$ cat config.mk
export PLATFORM = sky130hd
export DESIGN_NAME = sonic_cmd_regfile
export DESIGN_NICKNAME = d
export VERILOG_FILES = /design/src/rtl/sonic_cmd_regfile.sv
export SDC_FILE = /design/constraint.sdc
export NUM_CORES = 1
export LEC_CHECK = 0
export BUFFER_PORTS_ARGS = -buffer_cell sky130_fd_sc_hd__clkbuf_2
export CAP_MARGIN = 40
export CORE_MARGIN = 2
export CORE_UTILIZATION = 55
export CTS_BUF_LIST = sky130_fd_sc_hd__clkbuf_4 sky130_fd_sc_hd__clkbuf_8 sky130_fd_sc_hd__clkbuf_16
export DETAILED_ROUTE_END_ITERATION = 16
export MAX_ROUTING_LAYER = met4
export PLACE_DENSITY = 0.74
export REMOVE_ABC_BUFFERS = 1
export SLEW_MARGIN = 10
export SYNTH_ARGS = -nofsm -noshare
export SYNTH_HDL_FRONTEND = slang
export SYNTH_SLANG_ARGS = --single-unit
$ cat constraint.sdc
create_clock -name clk_in -period 6 [get_ports clk_in]
set_clock_uncertainty 0.1 [all_clocks]
set_input_delay 1.2 -clock clk_in [delete_from_list [all_inputs] [get_ports clk_in]]
set_output_delay 1.2 -clock clk_in [all_outputs]
set_load 0.02 [all_outputs]
$ cat src/rtl/sonic_cmd_regfile.sv
// rtl/sonic_cmd_regfile.sv - command register bank with doorbell FIFO and single-outstanding issue FSM
module sonic_cmd_regfile #(
  parameter int FIFO_DEPTH = 4,
  parameter int LEVEL_W    = $clog2(FIFO_DEPTH) + 1,
  parameter int PORT_NUM   = 0
) (
  input  logic        clk_in,
  input  logic        rstn,
  input  logic [7:0]  prg_addr,
  input  logic [31:0] prg_wrdata,
  input  logic        cmd_prg_wrena,
  output logic [31:0] cmd_prg_rddata,
  output logic        cmd_valid,
  input  logic        cmd_ready,
  output logic [63:0] cmd_data,
  input  logic        cmd_done,
  output logic        done_irq
);
  localparam int PTR_W = $clog2(FIFO_DEPTH);

  typedef enum logic {IDLE, BUSY} state_t;

  state_t             state;
  logic               enable;
  logic               irq_en;
  logic               overflow;
  logic [31:0]        cmd_lo;
  logic [31:0]        scratch;
  logic [31:0]        done_cnt;
  logic [63:0]        mem [FIFO_DEPTH];
  logic [PTR_W-1:0]   wr_ptr;
  logic [PTR_W-1:0]   rd_ptr;
  logic [LEVEL_W-1:0] level;

  logic [3:0]  addr;
  logic        wr_ctrl, wr_lo, push, wr_status, wr_scratch, soft_clear;
  logic        full, empty, pop, push_ok;
  logic [31:0] status, rd_mux;
  logic        unused_addr_bits;

  assign addr             = prg_addr[3:0];
  assign unused_addr_bits = ^prg_addr[7:4];

  assign wr_ctrl    = cmd_prg_wrena && (addr == 4'h0);
  assign wr_lo      = cmd_prg_wrena && (addr == 4'h1);
  assign push       = cmd_prg_wrena && (addr == 4'h2);
  assign wr_status  = cmd_prg_wrena && (addr == 4'h3);
  assign wr_scratch = cmd_prg_wrena && (addr == 4'h5);
  assign soft_clear = wr_ctrl && prg_wrdata[1];

  assign full  = (level == LEVEL_W'(FIFO_DEPTH));
  assign empty = (level == '0);

  assign cmd_valid = (state == IDLE) && enable && !empty;
  assign cmd_data  = mem[rd_ptr];
  assign pop       = cmd_valid && cmd_ready;
  // A pop in the same cycle frees the head slot, so a push into a full FIFO still fits.
  assign push_ok   = push && (!full || pop);

  always_comb begin
    status                = '0;
    status[LEVEL_W-1:0]   = level;
    status[8]             = full;
    status[9]             = empty;
    status[10]            = overflow;
    status[11]            = (state == BUSY);
    status[31:28]         = 4'(PORT_NUM);
  end

  always_comb begin
    rd_mux = '0;
    case (addr)
      4'h0:    rd_mux = {29'd0, irq_en, 1'b0, enable};
      4'h1:    rd_mux = cmd_lo;
      4'h3:    rd_mux = status;
      4'h4:    rd_mux = done_cnt;
      4'h5:    rd_mux = scratch;
      default: rd_mux = '0;
    endcase
  end

  always_ff @(posedge clk_in or negedge rstn) begin
    if (!rstn) begin
      state          <= IDLE;
      enable         <= 1'b0;
      irq_en         <= 1'b0;
      overflow       <= 1'b0;
      cmd_lo         <= '0;
      scratch        <= '0;
      done_cnt       <= '0;
      wr_ptr         <= '0;
      rd_ptr         <= '0;
      level          <= '0;
      done_irq       <= 1'b0;
      cmd_prg_rddata <= '0;
      for (int i = 0; i < FIFO_DEPTH; i++) mem[i] <= '0;
    end else begin
      cmd_prg_rddata <= rd_mux;
      done_irq       <= 1'b0;
      if (wr_ctrl) begin
        enable <= prg_wrdata[0];
        irq_en <= prg_wrdata[2];
      end
      if (wr_lo)      cmd_lo  <= prg_wrdata;
      if (wr_scratch) scratch <= prg_wrdata;
      // soft_clear overrides any push, pop or completion in the same cycle.
      if (soft_clear) begin
        wr_ptr   <= '0;
        rd_ptr   <= '0;
        level    <= '0;
        overflow <= 1'b0;
        done_cnt <= '0;
        state    <= IDLE;
      end else begin
        if (push_ok) begin
          mem[wr_ptr] <= {prg_wrdata, cmd_lo};
          wr_ptr      <= wr_ptr + 1'b1;
        end
        if (pop) rd_ptr <= rd_ptr + 1'b1;
        if (push_ok && !pop)      level <= level + 1'b1;
        else if (pop && !push_ok) level <= level - 1'b1;
        if (push && !push_ok)                    overflow <= 1'b1;
        else if (wr_status && prg_wrdata[10])    overflow <= 1'b0;
        case (state)
          IDLE: if (pop) state <= BUSY;
          BUSY: if (cmd_done) begin
            state    <= IDLE;
            done_cnt <= done_cnt + 32'd1;
            done_irq <= irq_en;
          end
          default: state <= IDLE;
        endcase
      end
    end
  end
endmodule

==> impl_metrics.py <==
metrics = {
    "timing": {
        "fin_crit_ps": 3890,
        "fin_crit_sh": 0.648,
        "timing.fmax_mhz": 257,
        "rsz0062_at_grt": "no",
        "slew_viol_final": 0,
        "worst_slack_ps": 2110,
        "slew_headroom": 0.385,
        "setup_tns_ps": 0,
        "worst_pin_slew_ps": 922,
        "setup_viol": 0,
        "hold_violations": 0,
        "hold_ws_ps": 397,
    },
    "grt": {
        "grt_pass1_vias": 10400,
        "met2_usage": 0.366,
        "grt_first_pass_wirelength_um": 58300,
        "grt_busiest_layer": "met2",
        "met1_usage": 0.326,
        "grt.overflow.total": 0,
        "grt_max_degree": 156,
        "grt.total_usage": 0.234,
        "grt_antenna_before_repair": 0,
        "use_met3": 0.0396,
    },
    "clock_network": {
        "post_cts_buffers": 0,
        "insertion_delay_ps": 530,
        "cts_tree": "done",
        "cts_buffer_depth": 3,
        "clk_pin_slew_worst_paths_ps": 60,
        "root_buffer": "clkbuf_16",
        "htreeDepth": 2,
        "numCtsBuffers": 42,
        "cts-resized-gates": 0,
        "numClockSinks": 396,
        "holdBufCountCts": 0,
    },
    "placement": {
        "dp_slack_ps": 1890,
        "io_buffers": 138,
        "dp_cells": 1598,
        "place_hpwl_um": 21700,
        "place_area_um2": 18200,
        "gp_congestion": 0.783,
    },
    "floorplan": {
        "initial_core_util": 0.559,
        "io_pins": 143,
        "die_y_um": 180,
        "fp.coreArea_um2": 30600,
        "row_count": 64,
        "dieArea_um2": 32500,
        "die_x_um": 180,
    },
    "routing": {
        "wl_um": 36300,
        "routedWlPerCell_um": 21.7,
        "drtPass1Iterations": 8,
        "vias_per_cell": 5.89,
        "ant_nets": 0,
        "drt_iter0_drc": 716,
        "drc": 0,
        "via_count": 9860,
    },
    "setup_path": {
        "cpMaxStageDelayCell": "dfrtp_4",
        "reg2reg_to": "mem[53]",
        "rr_startpoint": "state",
        "cp-end-kind": "primary output",
        "cp-endpoint": "cmd_data[7]",
        "cp.arrival_ps": 2590,
        "path_class": "flop to primary output",
        "cpPeakStageDelay_ps": 620,
        "worstPathMaxFanout": 29,
        "ff2ff_setup_slack_ps": 2790,
        "worstSetupStartpointType": "flop",
        "r2r_cells": 5,
        "worst-path-stages": 4,
        "critPathLaunch": "rd_ptr[0]",
        "worstPathCellList": "buf_16 -> buf_4 -> mux4_2 -> clkbuf_2",
        "critPathTopFamily": "buffers and inverters",
        "cp_data_required_time_ps": 4700,
        "crit_buf_inv": 3,
    },
    "yosys": {
        "syn_avg_cell_area_um2": 15.4,
        "yosysSeqAreaShare": 0.580,
        "ys_seq_elements": 396,
        "synthTopCellsByArea": "dfrtp_1 58%, mux2_2 21%, mux4_2 8.4%",
        "synth_top_area_cell": "dfrtp_1",
        "synth.top_cell.area_share": 0.580,
        "ys_types": 42,
        "netlist_instances": 1111,
        "yosysWarnings": 0,
        "synth_area_um2": 17100,
    },
    "job": {
        "drv_cap": 0,
    },
    "pwr": {
        "p_leak_nw": 9.78,
        "peakVddDrop_v": 0.000227,
        "total_power_mw": 8.21,
        "p_per_area_nw_per_um2": 418,
    },
    "final_layout": {
        "layout.cells.non_filler": 1673,
        "antenna_cells": 0,
        "fillerInstances": 2256,
        "finalNetCount": 1297,
        "syn2layout_area_growth_pct": 15.0,
        "utilization": 0.643,
        "fin_area_um2": 19700,
        "drive_above_1_share": 0.497,
    },
    "status": {
        "outcome": "completed",
    },
    "worst_hold_path": {
        "hold_path.class": "flop to flop",
    },
}
flip-flops by register name, summed over array words and instances (netlist names), 2 cells and up:
register / count
scratch: 32
cmd_prg_rddata: 32
rd_ptr: 2
wr_ptr: 2
cmd_lo: 32
level: 3
mem: 256
done_cnt: 32
cell type report:
class | count | area, µm² | area share
clock buffer | 62 | 1270 | 0.0645
sequential | 396 | 9920 | 0.504
timing repair buffer | 156 | 966 | 0.0491
inverter | 30 | 113 | 0.00573
multi-input combinational | 620 | 6690 | 0.340
tap | 396 | 495 | 0.0252
clock inverter | 13 | 205 | 0.0104
synthesized netlist by cell type (all sizes together):
master,instances
inv,30
nand2b,1
nand3,15
nand2,33
nor4,8
fa,1
nor4b,1
o31ai,1
a221o,2
buf,40
nor3,5
or3,2
o21ai,2
nor2b,1
o21a,1
xor2,17
ha,5
nand4,8
and3,8
or4,1
a21oi,3
a22o,1
nand3b,1
xnor2,16
a2111oi,1
and2,4
a211oi,1
and4,6
mux4,64
nor3b,4
a222oi,30
mux2i,3
clkbuf,25
nor4bb,1
dfrtp,396
or2,3
nor2,46
mux2,324
worst register-to-register path, delay by kind of cell (launching register included):
kind	cells	cell delay [ps]
AO/OA/AOI/OAI	1	860
buffers and inverters	1	490
flip-flops	1	460
multiplexers	1	380
AND/OR/NAND/NOR	2	800
worst min-delay path by stage:
stage	cells past startpoint	endpoint	from
2_1_floorplan	2	cmd_prg_rddata[11]	scratch[11]
3_3_place_gp	1	mem[21]	mem[21]
3_5_place_dp	1	mem[112]	mem[112]
4_1_cts	1	mem[116]	mem[116]
5_1_grt	1	mem[19]	mem[19]
6_report	1	mem[32]	mem[32]
placed cells by master (no fill, tap or decap), types with 11 or more instances in the layout:
cell | Yosys | routed
nor2_1 | 46 | 45
clkbuf_2 | 0 | 137
nand3_1 | 15 | 15
mux2_2 | 324 | 324
dfrtp_1 | 396 | 394
mux4_2 | 64 | 64
xnor2_1 | 16 | 16
clkbuf_16 | 0 | 43
xor2_1 | 17 | 17
a222oi_1 | 30 | 30
inv_1 | 30 | 30
nand2_1 | 29 | 27
clkbuf_4 | 0 | 11
power breakdown:
group	switching, mW	total (mW)	internal, mW
sequential	0.415	3.62	3.21
combinational	0.887	1.88	0.997
clock	1.02	2.70	1.68
kinds of logic (layout without fill, tap and decap cells):
| logic type | count (synthesis) | in the layout | synth area share |
|---|---|---|---|
| xor+xnor | 33 | 33 | 0.0169 |
| simple gates | 148 | 148 | 0.0438 |
| flops | 396 | 396 | 0.580 |
| mux | 391 | 391 | 0.299 |
| buf+inv | 95 | 261 | 0.0318 |
| fa+ha+maj | 6 | 6 | 0.00483 |
| compound gates | 42 | 42 | 0.0236 |
layer usage:
| layer | wire length (µm) | share of wire | vias up |
|---|---|---|---|
| li1 | - | - | 4361 |
| met5 | 0 | 0 | - |
| met4 | 579 | 0.016 | 0 |
| met2 | 17600 | 0.49 | 211 |
| met1 | 16400 | 0.45 | 5246 |
| met3 | 1720 | 0.047 | 42 |
Note: power is estimated with default switching activity, not from simulation.
